--- config.mk ---
export PLATFORM = sky130hd
export DESIGN_NAME = instruction_fetch_ctrl_flat
export DESIGN_NICKNAME = d
export VERILOG_FILES = /design/src/rtl/ifetch_pkg.sv /design/src/rtl/instruction_fetch_ctrl_if.sv /design/src/rtl/ifetch_pc_reg.sv /design/src/rtl/instruction_fetch_ctrl.sv /design/src/flat_wrapper.sv
export SDC_FILE = /design/constraint.sdc
export NUM_CORES = 1
export LEC_CHECK = 0
export BUFFER_PORTS_ARGS = -buffer_cell sky130_fd_sc_hd__buf_2
export CAP_MARGIN = 20
export CORE_AREA = 2 2 155 127
export CTS_CLUSTER_SIZE = 20
export DETAILED_ROUTE_END_ITERATION = 10
export DIE_AREA = 0 0 157 129
export PLACE_DENSITY = 0.49
export SYNTH_ARGS = -nofsm -noshare
export SYNTH_HDL_FRONTEND = slang
export SYNTH_HIERARCHICAL = 1
export SYNTH_SLANG_ARGS = --single-unit
--- constraint.sdc ---
create_clock -name Clk -period 6.1 [get_ports Clk]
set_input_delay 1.22 -clock Clk [delete_from_list [all_inputs] [get_ports Clk]]
set_output_delay 1.22 -clock Clk [all_outputs]
set_load 0.1 [all_outputs]
--- src/rtl/ifetch_pkg.sv ---
// Shared types and constants for the instruction fetch controller.
// Optional build macro: IFETCH_PERF_CNT_EN (fetch/stall/redirect counters).
package ifetch_pkg;

  typedef enum logic [1:0] {
    BOOT  = 2'd0,
    RUN   = 2'd1,
    HALT  = 2'd2,
    FAULT = 2'd3
  } ifetch_state_e;

  // What the fetch unit does this cycle while in RUN, already priority-resolved.
  typedef enum logic [2:0] {
    ACT_NONE,
    ACT_REDIRECT,
    ACT_FAULT,
    ACT_STALL,
    ACT_HALT,
    ACT_FETCH
  } ifetch_act_e;

  typedef enum logic [1:0] {
    PC_HOLD,
    PC_INCR,
    PC_LOAD
  } pc_sel_e;

  localparam logic [31:0] NOP_WORD_DEF    = 32'h0000_0000;
  localparam logic [31:0] HALT_WORD_DEF   = 32'hFFFF_FFFF;
  localparam logic [31:0] WORD_ALIGN_MASK = 32'hFFFF_FFFC;

endpackage

--- src/rtl/instruction_fetch_ctrl_if.sv ---
// Fetch-side bus: hazard/redirect inputs, instruction memory port and IF/ID outputs.
// Optional build macro: IFETCH_PERF_CNT_EN adds the performance counter signals.
interface instruction_fetch_ctrl_if;
  logic        Stall;
  logic        Redirect;
  logic [31:0] RedirectTarget;
  logic [31:0] ImemInstruction;
  logic [31:0] ImemAddress;
  logic [31:0] PC;
  logic [31:0] IfIdInstruction;
  logic [31:0] IfIdPCPlus4;
  logic        IfIdValid;
  logic        Halted;
  logic        Fault;
`ifdef IFETCH_PERF_CNT_EN
  logic [31:0] FetchCount;
  logic [31:0] StallCount;
  logic [31:0] RedirectCount;

  modport master (
    input  Stall, Redirect, RedirectTarget, ImemInstruction,
    output ImemAddress, PC, IfIdInstruction, IfIdPCPlus4, IfIdValid, Halted, Fault,
    output FetchCount, StallCount, RedirectCount
  );
  modport slave (
    output Stall, Redirect, RedirectTarget, ImemInstruction,
    input  ImemAddress, PC, IfIdInstruction, IfIdPCPlus4, IfIdValid, Halted, Fault,
    input  FetchCount, StallCount, RedirectCount
  );
`else
  modport master (
    input  Stall, Redirect, RedirectTarget, ImemInstruction,
    output ImemAddress, PC, IfIdInstruction, IfIdPCPlus4, IfIdValid, Halted, Fault
  );
  modport slave (
    output Stall, Redirect, RedirectTarget, ImemInstruction,
    input  ImemAddress, PC, IfIdInstruction, IfIdPCPlus4, IfIdValid, Halted, Fault
  );
`endif
endinterface

--- src/rtl/ifetch_pc_reg.sv ---
// PC register with redirect/increment/hold next-PC mux and fetch range compare.
module ifetch_pc_reg
  import ifetch_pkg::*;
#(
  parameter logic [31:0] RESET_PC   = 32'h0000_0000,
  parameter int unsigned IMEM_WORDS = 1024
) (
  input  logic        clk,
  input  logic        rst_n,
  input  pc_sel_e     sel_i,
  input  logic [31:0] target_i,
  output logic [31:0] pc_o,
  output logic [31:0] pc_plus4_o,
  output logic        out_of_range_o
);

  // One extra bit so a full 4 GiB memory limit does not overflow.
  localparam logic [32:0] PC_LIMIT = 33'(IMEM_WORDS) << 2;

  logic [31:0] pc_q, pc_d;

  assign pc_plus4_o     = pc_q + 32'd4;
  assign out_of_range_o = ({1'b0, pc_q} >= PC_LIMIT);
  assign pc_o           = pc_q;

  always_comb begin
    // NOTE: default assignment first keeps this block latch-free on every path.
    pc_d = pc_q;
    unique case (sel_i)
      PC_INCR: pc_d = pc_plus4_o;
      PC_LOAD: pc_d = target_i & WORD_ALIGN_MASK;
      default: ;
    endcase
  end

  always_ff @(posedge clk or negedge rst_n) begin
    if (!rst_n) pc_q <= RESET_PC;
    else        pc_q <= pc_d;
  end

endmodule

--- src/rtl/instruction_fetch_ctrl.sv ---
// Instruction fetch controller: owns the PC, drives the combinational IMEM and fills IF/ID.
// Optional build macro: IFETCH_PERF_CNT_EN enables saturating fetch/stall/redirect counters.
module instruction_fetch_ctrl
  import ifetch_pkg::*;
#(
  parameter logic [31:0] RESET_PC   = 32'h0000_0000,
  parameter int unsigned IMEM_WORDS = 1024,
  parameter logic [31:0] HALT_WORD  = HALT_WORD_DEF,
  parameter logic [31:0] NOP_WORD   = NOP_WORD_DEF
) (
  input  logic                      Clk,
  input  logic                      Reset_n,
  instruction_fetch_ctrl_if.master  bus
);

  ifetch_state_e state_q;
  ifetch_act_e   act;
  pc_sel_e       pc_sel;
  logic [31:0]   pc, pc_plus4;
  logic          out_of_range;
  logic [31:0]   ifid_instr_q, ifid_pc4_q;
  logic          ifid_valid_q, halted_q, fault_q;

  ifetch_pc_reg #(
    .RESET_PC  (RESET_PC),
    .IMEM_WORDS(IMEM_WORDS)
  ) u_pc_reg (
    .clk           (Clk),
    .rst_n         (Reset_n),
    .sel_i         (pc_sel),
    .target_i      (bus.RedirectTarget),
    .pc_o          (pc),
    .pc_plus4_o    (pc_plus4),
    .out_of_range_o(out_of_range)
  );

  // Priority: redirect > range fault > stall > halt word > normal fetch.
  always_comb begin
    act    = ACT_NONE;
    pc_sel = PC_HOLD;
    if (state_q == RUN) begin
      if (bus.Redirect) begin
        act    = ACT_REDIRECT;
        pc_sel = PC_LOAD;
      end else if (out_of_range) begin
        act = ACT_FAULT;
      end else if (bus.Stall) begin
        act = ACT_STALL;
      end else if (bus.ImemInstruction == HALT_WORD) begin
        act = ACT_HALT;
      end else begin
        act    = ACT_FETCH;
        pc_sel = PC_INCR;
      end
    end
  end

  always_ff @(posedge Clk or negedge Reset_n) begin
    if (!Reset_n) begin
      state_q      <= BOOT;
      ifid_instr_q <= NOP_WORD;
      ifid_pc4_q   <= '0;
      ifid_valid_q <= 1'b0;
      halted_q     <= 1'b0;
      fault_q      <= 1'b0;
    end else begin
      // NOTE: non-blocking assignments so every register samples pre-edge values.
      if (state_q == BOOT) state_q <= RUN;
      unique case (act)
        ACT_REDIRECT: begin
          ifid_instr_q <= NOP_WORD;
          ifid_valid_q <= 1'b0;
        end
        ACT_FAULT: begin
          ifid_instr_q <= NOP_WORD;
          ifid_valid_q <= 1'b0;
          fault_q      <= 1'b1;
          state_q      <= FAULT;
        end
        ACT_HALT: begin
          ifid_instr_q <= NOP_WORD;
          ifid_valid_q <= 1'b0;
          halted_q     <= 1'b1;
          state_q      <= HALT;
        end
        ACT_FETCH: begin
          ifid_instr_q <= bus.ImemInstruction;
          ifid_pc4_q   <= pc_plus4;
          ifid_valid_q <= 1'b1;
        end
        default: ;
      endcase
    end
  end

  assign bus.ImemAddress     = pc;
  assign bus.PC              = pc;
  assign bus.IfIdInstruction = ifid_instr_q;
  assign bus.IfIdPCPlus4     = ifid_pc4_q;
  assign bus.IfIdValid       = ifid_valid_q;
  assign bus.Halted          = halted_q;
  assign bus.Fault           = fault_q;

`ifdef IFETCH_PERF_CNT_EN
  logic [31:0] fetch_cnt_q, stall_cnt_q, redirect_cnt_q;

  // Only RUN produces these actions, so the counters freeze in HALT/FAULT.
  always_ff @(posedge Clk or negedge Reset_n) begin
    if (!Reset_n) begin
      fetch_cnt_q    <= '0;
      stall_cnt_q    <= '0;
      redirect_cnt_q <= '0;
    end else begin
      if (act == ACT_FETCH && fetch_cnt_q != '1)       fetch_cnt_q    <= fetch_cnt_q + 32'd1;
      if (act == ACT_STALL && stall_cnt_q != '1)       stall_cnt_q    <= stall_cnt_q + 32'd1;
      if (act == ACT_REDIRECT && redirect_cnt_q != '1) redirect_cnt_q <= redirect_cnt_q + 32'd1;
    end
  end

  assign bus.FetchCount    = fetch_cnt_q;
  assign bus.StallCount    = stall_cnt_q;
  assign bus.RedirectCount = redirect_cnt_q;
`endif

endmodule

--- src/flat_wrapper.sv ---
// flat-port wrapper written by rule: the top's interface ports become plain ports
module instruction_fetch_ctrl_flat import ifetch_pkg::*;
#(
  parameter logic [31:0] RESET_PC   = 32'h0000_0000,
  parameter int unsigned IMEM_WORDS = 1024,
  parameter logic [31:0] HALT_WORD  = HALT_WORD_DEF,
  parameter logic [31:0] NOP_WORD   = NOP_WORD_DEF
)
  (Clk, Reset_n, bus_Stall, bus_Redirect, bus_RedirectTarget, bus_ImemInstruction, bus_ImemAddress, bus_PC, bus_IfIdInstruction, bus_IfIdPCPlus4, bus_IfIdValid, bus_Halted, bus_Fault);
  instruction_fetch_ctrl_if bus_i ();
  input  logic Clk;
  input  logic Reset_n;
  input wire logic [$bits(bus_i.Stall)-1:0] bus_Stall;
  input wire logic [$bits(bus_i.Redirect)-1:0] bus_Redirect;
  input wire logic [$bits(bus_i.RedirectTarget)-1:0] bus_RedirectTarget;
  input wire logic [$bits(bus_i.ImemInstruction)-1:0] bus_ImemInstruction;
  output wire logic [$bits(bus_i.ImemAddress)-1:0] bus_ImemAddress;
  output wire logic [$bits(bus_i.PC)-1:0] bus_PC;
  output wire logic [$bits(bus_i.IfIdInstruction)-1:0] bus_IfIdInstruction;
  output wire logic [$bits(bus_i.IfIdPCPlus4)-1:0] bus_IfIdPCPlus4;
  output wire logic [$bits(bus_i.IfIdValid)-1:0] bus_IfIdValid;
  output wire logic [$bits(bus_i.Halted)-1:0] bus_Halted;
  output wire logic [$bits(bus_i.Fault)-1:0] bus_Fault;
  assign bus_i.Stall = bus_Stall;
  assign bus_i.Redirect = bus_Redirect;
  assign bus_i.RedirectTarget = bus_RedirectTarget;
  assign bus_i.ImemInstruction = bus_ImemInstruction;
  assign bus_ImemAddress = bus_i.ImemAddress;
  assign bus_PC = bus_i.PC;
  assign bus_IfIdInstruction = bus_i.IfIdInstruction;
  assign bus_IfIdPCPlus4 = bus_i.IfIdPCPlus4;
  assign bus_IfIdValid = bus_i.IfIdValid;
  assign bus_Halted = bus_i.Halted;
  assign bus_Fault = bus_i.Fault;
  instruction_fetch_ctrl #(.RESET_PC(RESET_PC), .IMEM_WORDS(IMEM_WORDS), .HALT_WORD(HALT_WORD), .NOP_WORD(NOP_WORD)) u_core (.Clk(Clk), .Reset_n(Reset_n), .bus(bus_i));
endmodule
==> results of run 1 <==
## critical path, cell delays in order
cell	delay, ns
buf_2	0.10
nand4_1	0.13
nor4_1	0.71
a21oi_4	0.11
inv_1	0.08
ha_1	0.14
buf_4	0.31
inv_1	0.48
nor2_1	0.77
buf_4	0.30
a22oi_1	0.08
o311ai_0	0.11
## stage by stage
step	area (µm²)	cells	worst slack, ns	power [W]	utilization, %
floorplan	5350	506	2.02	0.000881	-
global placement	6200	884	1.49	0.000935	33.3
detailed placement	6200	884	1.47	0.000936	33.3
CTS	6550	900	1.82	0.00163	35.2
global route	6580	901	1.43	0.00166	35.3
finish	6580	901	1.77	0.00160	35.3
## synth_stat cells (6+ instances only)
library cell  instances  area share [%]
buf_4                41             5.8
dfrtp_1              99              46
xor2_1                6            0.98
and3_1                7            0.82
a21oi_1              10            0.94
buf_2                 8            0.75
nand2_1              21             1.5
a22o_1               32             5.2
o21ai_0              11             1.0
nor4_1               12             1.4
inv_1                 9            0.63
nor2_1               21             1.5
a22oi_1              20             2.8
xnor2_1              21             3.4
nand4_1              23             2.7
nand3_1              20             1.9
mux2_2               28             5.9
o311ai_0             12             2.0
clkbuf_1             21             1.5
o211ai_1              8             1.1
mux2_4                6             1.7
## sequential cells by signal, summed over array words and instances, names as in the netlist
register / cells
u_core/u_pc_reg/pc_o: 30
u_core/bus.IfIdInstruction: 32
u_core/bus.Halted: 1
u_core/state_q: 2
u_core/bus.IfIdValid: 1
u_core/bus.Fault: 1
u_core/bus.IfIdPCPlus4: 32
## power by group through the flow
stage          logic, W  clock network [W]  registers (W)
3_5_place_dp   0.000236                  0       0.000700
5_1_grt        0.000248           0.000726       0.000690
4_1_cts        0.000237           0.000702       0.000687
6_report       0.000235           0.000675       0.000687
2_1_floorplan  0.000124                  0       0.000756
3_3_place_gp   0.000236                  0       0.000699
## layout make-up
class | count | area, µm² | share of cell area, %
Clock buffer | 10 | 239 | 3.63
Clock inverter | 6 | 113 | 1.71
Inverter | 9 | 33.8 | 0.513
Multi-Input combinational cell | 321 | 2370 | 36.0
Sequential cell | 99 | 2480 | 37.6
Tap cell | 258 | 323 | 4.90
Timing Repair Buffer | 198 | 1030 | 15.6
## metal layers
layer | routed length, µm | global-route usage [%] | vias up | part of all wire (%)
met2 | 7290 | 24.7 | 172 | 46
met3 | 1200 | 4.65 | 9 | 7.5
met5 | 0 | 0 | - | 0
li1 | - | - | 2105 | -
met4 | 164 | 4.70 | 0 | 1.0
met1 | 7320 | 22.4 | 2248 | 46
## cells by family (layout without fill, tap and decap cells)
| family | Yosys count | after routing | share of synthesized area (%) |
|---|---|---|---|
| compound gates | 114 | 114 | 16.4 |
| xor+xnor | 27 | 27 | 4.43 |
| fa+ha+maj | 3 | 3 | 0.703 |
| buf+inv | 86 | 223 | 9.67 |
| flops | 99 | 99 | 46.4 |
| mux | 37 | 37 | 8.15 |
| other cells | 1 | 4 | 0.0702 |
| simple gates | 136 | 136 | 14.2 |
## cell usage in the layout (no fill, tap or decap), types with 4 or more instances in the layout
master,count
xnor2_1,21
mux2_4,6
nand4_1,23
nor2_1,21
mux2_2,28
inv_1,9
clkbuf_16,9
a22oi_1,20
a22o_1,32
nor4_1,12
o311ai_0,12
buf_4,6
or4_1,4
buf_2,191
o211ai_1,8
a21oi_1,10
nand3_1,20
dfrtp_1,99
nand2_1,21
or3_1,4
and4_1,4
xor2_1,6
conb_1,4
and3_1,7
o21ai_0,11
a21o_1,4
## worst max path at each step
stage,startpoint,to,slack [ns],cells after the start
2_1_floorplan,u_core/u_pc_reg/pc_o[21],u_core/u_pc_reg/pc_o[27],2.02,16
3_3_place_gp,bus_ImemInstruction[14],u_core/u_pc_reg/pc_o[11],1.49,12
3_5_place_dp,bus_ImemInstruction[14],u_core/u_pc_reg/pc_o[16],1.47,12
4_1_cts,u_core/u_pc_reg/pc_o[21],u_core/u_pc_reg/pc_o[16],1.82,13
5_1_grt,u_core/u_pc_reg/pc_o[21],u_core/u_pc_reg/pc_o[22],1.43,13
6_report,bus_ImemInstruction[14],u_core/u_pc_reg/pc_o[16],1.77,12
==> run_results.csv, run 1 <==
group,metric,value,unit
logic_synthesis,ys.warnings.count,6,
power,power.internal,0.00112,W
final_layout,layout-drive-gt1-share,39.7,%
floorplan,core_area,18600,µm²
clock_tree,cts_sinks,99,
final_layout,fin_nets,709,
sta,period_share,71.0,%
sta,rsz0062_at_grt,"no",
power,power.switching_fraction,29.8,%
route,ant_nets,0,
sta,drv_slew,0,
sta,fin_skew,0.00757,ns
clock_tree,cts_buffer_depth,2,
sta,setup-tns-final,0,ns
floorplan,dieArea,20300,µm²
route,drt_wl_total,16000,µm
sta,slew_headroom,41.7,%
global_routing,grt_pass1_vias,4467,
critical_path,cp_data_required_time,6.33,ns
critical_path,end_kind,"register",
route,first_iter_violations,297,
placement,portBuffers,192,
route,num_vias,4534,
global_routing,gr-total-overflow,0,
global_routing,antenna_found_initial,0,
sta,tightest_slew,0.873,ns
route,wl_per_cell,17.7,µm
power,power_frac_comb,14.7,%
route,drc,0,
critical_path,r2r-end,"u_core/u_pc_reg/pc_o[16]",
floorplan,placementRows,45,
clock_tree,postCtsSetupBuffers,0,
logic_synthesis,ys_ff_latch,99,
clock_tree,cts_hold_buf,0,
final_layout,n_fill_cell,1895,
power,max-vdd-ir-drop,0.162,mV
clock_tree,clkTransAtPathRegs,0.07,ns
power,power_frac_seq,43.0,%
floorplan,die_w,157,µm
clock_tree,clock_latency,0.35,ns
global_routing,grt_max_degree,66,
power,power_frac_clock,42.3,%
sta,finalHoldViolCount,0,
placement,place_congestion,0.818,
logic_synthesis,syn_area,5340,µm²
critical_path,critPathMaxFanout,29,
route,vias_per_cell,5.03,
power,power_density,243,nW/µm²
placement,hpwl,11500,µm
clock_tree,cts_resized,0,
logic_synthesis,netlist_instances,503,
clock_tree,cts_buffers,9,
sta,fmax,231,MHz
logic_synthesis,yosysSeqAreaShare,46.4,%
global_routing,grt_usage,16.2,%
logic_synthesis,synth_cell_type_count,51,
route,dr.pass1.iters,5,
final_layout,num_antenna_cells,0,
clock_tree,root_buffer,"clkbuf_16",
critical_path,worstPathArrival,4.56,ns
critical_path,crit_type,"in -> reg",
run,cap_violations,0,
floorplan,die_y,129,µm
status,status,"finished, final reports clean",
critical_path,cp-start-kind,"input port",
critical_path,r2r_start,"u_core/u_pc_reg/pc_o[21]",
hold_path,worstHoldPathCells,1,
sta,finalCriticalPeriod,4.33,ns
logic_synthesis,synth-async-reset-ratio,100,%
logic_synthesis,synth_enable_flop_cells,0,
logic_synthesis,synth_flop_cell,"dfrtp_1",
clock_tree,cts_tree,"done",
power,power_switching,0.000475,W
power,power_leakage,3.18,nW
sta,hold_slack,0.460,ns
critical_path,reg2reg_slack,1.80,ns
global_routing,grt_first_pass_wirelength,25200,µm
hold_path,holdPathEnd,"u_core/bus.Halted",
logic_synthesis,avgSynthCellArea,10.6,µm²
sta,setup_viol,0,
clock_tree,htree_levels,3,
hold_path,hp-class,"reg -> reg",
hold_path,hp-start,"u_core/bus.Halted",
final_layout,syn2layout_area_growth,23.2,%
floorplan,io_pins,199,
floorplan,initial_utilization,28.7,%
critical_path,r2r_cells,13,
(Power assumes the default switching activity.)
==> run 2: changes to the inputs <==
--- a/config.mk
+++ b/config.mk
@@ -5,12 +5,13 @@
 export SDC_FILE = /design/constraint.sdc
 export NUM_CORES = 1
 export LEC_CHECK = 0
+export ABC_AREA = 1
 export BUFFER_PORTS_ARGS = -buffer_cell sky130_fd_sc_hd__buf_2
 export CAP_MARGIN = 20
-export CORE_AREA = 2 2 155 127
+export CORE_AREA = 2 2 161 131
 export CTS_CLUSTER_SIZE = 20
 export DETAILED_ROUTE_END_ITERATION = 10
-export DIE_AREA = 0 0 157 129
+export DIE_AREA = 0 0 163 133
 export PLACE_DENSITY = 0.49
 export SYNTH_ARGS = -nofsm -noshare
 export SYNTH_HDL_FRONTEND = slang
==> constraint.sdc (replaced) <==
create_clock -name Clk -period 4.2 [get_ports Clk]
set_input_delay 0.84 -clock Clk [delete_from_list [all_inputs] [get_ports Clk]]
set_output_delay 0.84 -clock Clk [all_outputs]
set_load 0.1 [all_outputs]
==> run 2 against run 1 <==
Clock power is 33% higher. Synthesized cell count rose by 55%. Via count up 17%. Sequential cell count unchanged. Final cell count is 33% higher. Total power increased by 51%. Hold slack better by 0.0012 ns. Non-clock buffer count is 1 higher. Combinational power increased by 110%. Final area increased by 5.5%. Clock-buffer cell count down 1.
==> run_results.csv, run 2 <==
group,metric,value,unit
final_layout,finalNonFillerCells,1199,
sta,period_share,73.8,%
critical_path,crit_end,"u_core/u_pc_reg/pc_o[25]",
logic_synthesis,synthTopCellsByArea,"dfrtp_1 (43%), nand2_1 (19%), nand3_1 (8.0%)",
clock_tree,cts_buffers,9,
route,dr.pass1.iters,5,
floorplan,io_pins,199,
power,max-vdd-ir-drop,0.188,mV
global_routing,gr-total-overflow,0,
logic_synthesis,yosysSeqAreaShare,43.3,%
route,vias_per_cell,4.43,
logic_synthesis,synth_flop_cell,"dfrtp_1",
logic_synthesis,synth_area_leader_cell,"dfrtp_1",
route,first_iter_violations,364,
clock_tree,cts_resized,0,
clock_tree,root_buffer,"clkbuf_16",
power,fin_total_pwr,0.00240,W
critical_path,critPathMaxFanout,44,
power,power_leakage,4.05,nW
power,power_frac_seq,41.9,%
logic_synthesis,ys_ff_latch,99,
power,power_switching,0.000871,W
placement,portBuffers,192,
clock_tree,cts_sinks,99,
sta,finalHoldViolCount,0,
placement,dpl_cell_area,6630,µm²
power,power_frac_comb,20.7,%
status,status,"finished, final reports clean",
power,power_frac_clock,37.3,%
floorplan,initial_utilization,28.2,%
clock_tree,clock_latency,0.36,ns
sta,fmax,322,MHz
route,ant_nets,0,
sta,rsz0062_at_grt,"no",
critical_path,reg2reg_slack,1.10,ns
clock_tree,clkTransAtPathRegs,0.08,ns
placement,hpwl,13200,µm
clock_tree,cts_buffer_depth,2,
clock_tree,cts_hold_buf,0,
floorplan,die_y,133,µm
logic_synthesis,synth_most_common_cell,"nand2_1",
placement,dp_cells,1183,
critical_path,worstPathArrival,3.39,ns
route,drc,0,
clock_tree,cts_tree,"done",
logic_synthesis,netlist_instances,780,
global_routing,grt_max_degree,66,
clock_tree,postCtsSetupBuffers,0,
critical_path,r2r_cells,15,
sta,drv_slew,0,
critical_path,cp_data_required_time,4.49,ns
route,drt_wl_total,18000,µm
critical_path,startpoint,"u_core/u_pc_reg/pc_o[18]",
final_layout,final_common_cell,"nand2_1",
placement,pre_cts_slack,0.966,ns
logic_synthesis,synth_enable_flop_cells,0,
logic_synthesis,yosys.area.top_type_share,43.3,%
final_layout,syn2layout_area_growth,21.3,%
global_routing,grt_first_pass_wirelength,27900,µm
global_routing,grt_pass1_vias,4882,
logic_synthesis,yosys-top-cells-count,"nand2_1 (296), dfrtp_1 (99), nand3_1 (91)",
critical_path,crit_type,"reg -> reg",
sta,setup_viol,0,
critical_path,end_kind,"register",
sta,finalCriticalPeriod,3.10,ns
logic_synthesis,avgSynthCellArea,7.34,µm²
sta,setup-tns-final,0,ns
global_routing,antenna_found_initial,0,
route,wl_per_cell,15.0,µm
placement,place_congestion,0.903,
sta,slew_headroom,50.3,%
final_layout,layout-drive-gt1-share,27.0,%
logic_synthesis,synth_cell_type_count,34,
critical_path,r2r_start,"u_core/u_pc_reg/pc_o[18]",
final_layout,mostFrequentLayoutCells,"nand2_1 (295), buf_2 (191), dfrtp_1 (99)",
hold_path,hp-class,"reg -> reg",
sta,fin_skew,0.00887,ns
power,power.internal,0.00153,W
run,cap_violations,0,
final_layout,num_antenna_cells,0,
logic_synthesis,synth-async-reset-ratio,100,%
logic_synthesis,ys.warnings.count,6,
power,power_density,346,nW/µm²
sta,worst_slack,1.10,ns
global_routing,grt_usage,16.7,%
floorplan,dieArea,21700,µm²
floorplan,core_area,20300,µm²
power,power.switching_fraction,36.2,%
floorplan,placementRows,47,
route,num_vias,5312,
clock_tree,htree_levels,3,
final_layout,fin_nets,996,
critical_path,r2r-end,"u_core/u_pc_reg/pc_o[25]",
final_layout,final_area,6940,µm²
logic_synthesis,syn_area,5730,µm²
floorplan,die_w,163,µm
sta,tightest_slew,0.745,ns
critical_path,cp-start-kind,"register",
[run 2: cell count changes in the layout (fill, tap and decap cells not counted), sizes merged, moves of 9 or more]
cell    before  now
nor2        21   95
mux2        34    0
o311ai      15    0
nand4       24    4
inv          9   55
xnor2       21    2
a22o        32    0
nor4        12    3
nand2       21  307
a21oi       11   22
a22oi       20    1
nand3       20   91
[run 2: final cells by class]
class / instances / area [µm²]
sequential: 99 / 2480
timing repair buffer: 199 / 1030
tap: 269 / 337
clock buffer: 9 / 225
clock inverter: 7 / 90.1
multi-input combinational: 563 / 2590
inverter: 53 / 199
fill: 2258 / 13300
[run 2: power by group through the flow]
stage	Sequential (W)	Combinational [W]	Clock, W
5_1_grt	0.00101	0.000525	0.000957
3_3_place_gp	0.00103	0.000501	0
4_1_cts	0.00101	0.000502	0.000930
6_report	0.00101	0.000499	0.000897
3_5_place_dp	0.00103	0.000501	0
2_1_floorplan	0.00115	0.000274	0
[run 2: worst min path at each step]
| stage | cells past startpoint | startpoint | to |
|---|---|---|---|
| floorplan | 2 | u_core/state_q[1] | u_core/state_q[1] |
| global placement | 2 | u_core/bus.Halted | u_core/bus.Halted |
| detailed placement | 2 | u_core/bus.Halted | u_core/bus.Halted |
| CTS | 2 | u_core/bus.Halted | u_core/bus.Halted |
| global route | 2 | u_core/bus.IfIdInstruction[22] | u_core/bus.IfIdInstruction[22] |
| finish | 2 | u_core/bus.Halted | u_core/bus.Halted |
[run 2: stage by stage]
step | hold slack, ns | util, %
floorplan | 0.450 | -
global placement | 0.444 | 32.7
detailed placement | 0.450 | 32.7
CTS | 0.471 | 34.2
global route | 0.495 | 34.2
finish | 0.461 | 34.2
[run 2: kinds of logic (layout without fill, tap and decap cells)]
kind of cell | after synthesis | count (layout) | synth area share [%]
fa+ha+maj | 3 | 3 | 0.656
buf+inv | 121 | 268 | 11.9
other cells | 1 | 4 | 0.0655
flops | 99 | 99 | 43.3
simple gates | 504 | 504 | 38.6
xor+xnor | 6 | 6 | 0.918
compound gates | 46 | 46 | 4.57
[run 2: worst max-delay path, cell delays in order, from the launching register on]
cell and delay, ns:
dfrtp_1 0.51, nor4_1 0.35, nand4_1 0.35, inv_1 0.13
nand4_1 0.11, inv_2 0.08, nand2_2 0.06, inv_1 0.05
inv_1 0.04, ha_1 0.44, clkinv_1 0.10, buf_4 0.42
nor2_1 0.12, nor2_1 0.13, nand2_1 0.06, nand2_1 0.05
[run 2: layer usage]
layer	up-vias	GRT usage (%)	wire length, µm
met3	13	3.04	862
met2	154	24.2	7680
met4	0	3.54	138
met5	-	0	0
li1	2712	-	-
met1	2433	25.8	9280
==> run 3: changes to the inputs <==
--- a/config.mk
+++ b/config.mk
@@ -5,14 +5,14 @@
 export SDC_FILE = /design/constraint.sdc
 export NUM_CORES = 1
 export LEC_CHECK = 0
-export ABC_AREA = 1
+export ABC_AREA = 0
 export BUFFER_PORTS_ARGS = -buffer_cell sky130_fd_sc_hd__buf_2
 export CAP_MARGIN = 20
-export CORE_AREA = 2 2 161 131
+export CORE_AREA = 2 2 155 127
 export CTS_CLUSTER_SIZE = 20
 export DETAILED_ROUTE_END_ITERATION = 10
-export DIE_AREA = 0 0 163 133
-export PLACE_DENSITY = 0.49
+export DIE_AREA = 0 0 157 129
+export PLACE_DENSITY = 0.51
 export SYNTH_ARGS = -nofsm -noshare
 export SYNTH_HDL_FRONTEND = slang
 export SYNTH_HIERARCHICAL = 1
==> constraint.sdc (replaced) <==
create_clock -name Clk -period 2.8 [get_ports Clk]
set_input_delay 0.56 -clock Clk [delete_from_list [all_inputs] [get_ports Clk]]
set_output_delay 0.56 -clock Clk [all_outputs]
set_load 0.1 [all_outputs]
==> run 3 against run 2 <==
The run now ends with setup timing left. Combinational power rose by 9.2%. Final area rose by 4.9%. Clock power rose by 55%. Clock-buffer cell count did not move. Maximum frequency rose by 3.3%. Critical path depth fell by 4. Largest power group unchanged.
==> run_results.csv, run 3 (synthesis gave the netlist of run 1 again) <==
group,metric,value,unit
final_layout,syn2layout_area_growth,36.4,%
route,first_iter_violations,244,
global_routing,grt_first_pass_wirelength,26100,µm
floorplan,io_pins,199,
power,power_density,470,nW/µm²
clock_tree,clock_latency,0.36,ns
clock_tree,cts_tree,"done",
final_layout,final_common_cell,"buf_2",
critical_path,critPathMaxFanout,6,
global_routing,gr-total-overflow,0,
global_routing,antenna_found_initial,1,
critical_path,r2r-end,"u_core/u_pc_reg/pc_o[30]",
global_routing,grt_pass1_vias,4647,
critical_path,startpoint,"u_core/u_pc_reg/pc_o[30]",
floorplan,die_y,129,µm
floorplan,die_w,157,µm
clock_tree,cts_buffer_depth,2,
floorplan,initial_utilization,28.7,%
route,drt_wl_total,17200,µm
route,num_vias,4764,
status,status,"finished with violations",
power,max-vdd-ir-drop,0.376,mV
final_layout,multiInputGateArea,2570,µm²
placement,dp_cells,922,
critical_path,cp-start-kind,"register",
placement,pre_cts_slack,-0.359,ns
floorplan,core_area,18600,µm²
sta,finalHoldViolCount,0,
clock_tree,cts_hold_buf,0,
floorplan,placementRows,45,
sta,slew_headroom,56.6,%
hold_path,hp-class,"in -> async",
final_layout,layout-drive-gt1-share,51.8,%
route,drc,0,
sta,finalCriticalPeriod,3.00,ns
sta,period_share,107,%
route,vias_per_cell,5.01,
route,dr.pass1.iters,5,
floorplan,dieArea,20300,µm²
clock_tree,htree_levels,3,
final_layout,finalNonFillerCells,950,
power,power_leakage,3.49,nW
sta,setup_viol,33,
final_layout,final_util,39.1,%
placement,hpwl,12300,µm
sta,drv_slew,0,
final_layout,fin_nets,757,
sta,fmax,333,MHz
sta,fin_skew,0.0127,ns
clock_tree,clkTransAtPathRegs,0.07,ns
critical_path,r2r_start,"u_core/u_pc_reg/pc_o[30]",
global_routing,grt_usage,16.8,%
sta,worst_slack,-0.203,ns
route,wl_per_cell,18.1,µm
critical_path,r2r_cells,11,
critical_path,end_kind,"register",
final_layout,seq_area,2520,µm²
placement,place_congestion,0.833,
clock_tree,root_buffer,"clkbuf_16",
final_layout,n_fill_cell,1868,
final_layout,mostFrequentLayoutCells,"buf_2 (191), dfrtp_1 (79), buf_4 (40)",
global_routing,grt_max_degree,66,
critical_path,crit_type,"reg -> reg",
clock_tree,cts_buffers,9,
critical_path,cp_data_required_time,3.09,ns
critical_path,reg2reg_slack,-0.20,ns
sta,hold_slack,0.241,ns
run,cap_violations,0,
route,ant_nets,0,
sta,rsz0062_at_grt,"yes",
critical_path,worstPathArrival,3.29,ns
status,violations,"setup timing",
sta,tightest_slew,0.646,ns
clock_tree,cts_sinks,99,
placement,portBuffers,192,
-- run 3: cell count changes in the layout (fill, tap and decap cells not counted), sizes merged, moves of 15 or more --
cell,delta
a22o,+32
a22oi,+19
buf,+44
inv,-45
mux2,+34
nand2,-286
nand3,-71
nand4,+20
nor2,-74
o311ai,+15
xnor2,+19
-- run 3: through the flow --
stage          setup TNS (ns)  cell area (µm²)  total power (W)
2_1_floorplan          -13.77             5560          0.00192
3_3_place_gp           -13.09             6600          0.00205
3_5_place_dp           -20.04             6600          0.00206
4_1_cts                 -2.22             6980          0.00347
5_1_grt                 -7.08             7280          0.00357
6_report                -3.04             7290          0.00342
-- run 3: worst max-delay path, cell delays in order (launching register included) --
cell and delay [ns]:
dfrtp_2 0.43, nor4_4 0.35, and3_4 0.25, nand3_4 0.08
or4_4 0.51, a21oi_4 0.15, inv_2 0.06, ha_4 0.22
or2_4 0.27, nor2_2 0.09, or4b_4 0.45, nand3_1 0.08
-- run 3: worst max-delay path by stage --
stage	to	slack [ns]	cells past startpoint
after floorplan	u_core/u_pc_reg/pc_o[30]	-0.68	15
after global placement	u_core/u_pc_reg/pc_o[30]	-0.29	11
after detailed placement	u_core/bus.IfIdPCPlus4[3]	-0.36	7
after CTS	u_core/u_pc_reg/pc_o[30]	-0.17	11
after global routing	u_core/u_pc_reg/pc_o[23]	-0.27	13
final	u_core/u_pc_reg/pc_o[30]	-0.20	11
-- run 3: cell type report --
type	count	share of cell area, %
multi-input combinational	321	35.3
sequential	99	34.6
timing repair buffer	246	20.6
tap	258	4.43
clock buffer	9	3.09
clock inverter	7	1.39
inverter	9	0.532
antenna	1	0.0343
-- run 3: what timing repair did --
item,4_1_cts,5_1_grt
pin swaps,0,18
cloned,0,2
setup endpoints to repair,90,60
setup buffers,1,8
resized for setup,8,53
-- run 3: layer usage --
layer | part of all wire, % | track usage, % | vias to the layer above
met2 | 46 | 25.9 | 175
met3 | 6.8 | 3.74 | 19
met4 | 1.2 | 4.48 | 0
met1 | 46 | 23.9 | 2365
met5 | 0 | 0 | -
li1 | - | - | 2205
-- run 3: where the power goes --
part / switching [W] / internal (W)
logic: 0.000435 / 0.000110
clock network: 0.000597 / 0.000790
registers: 0.0000419 / 0.00145
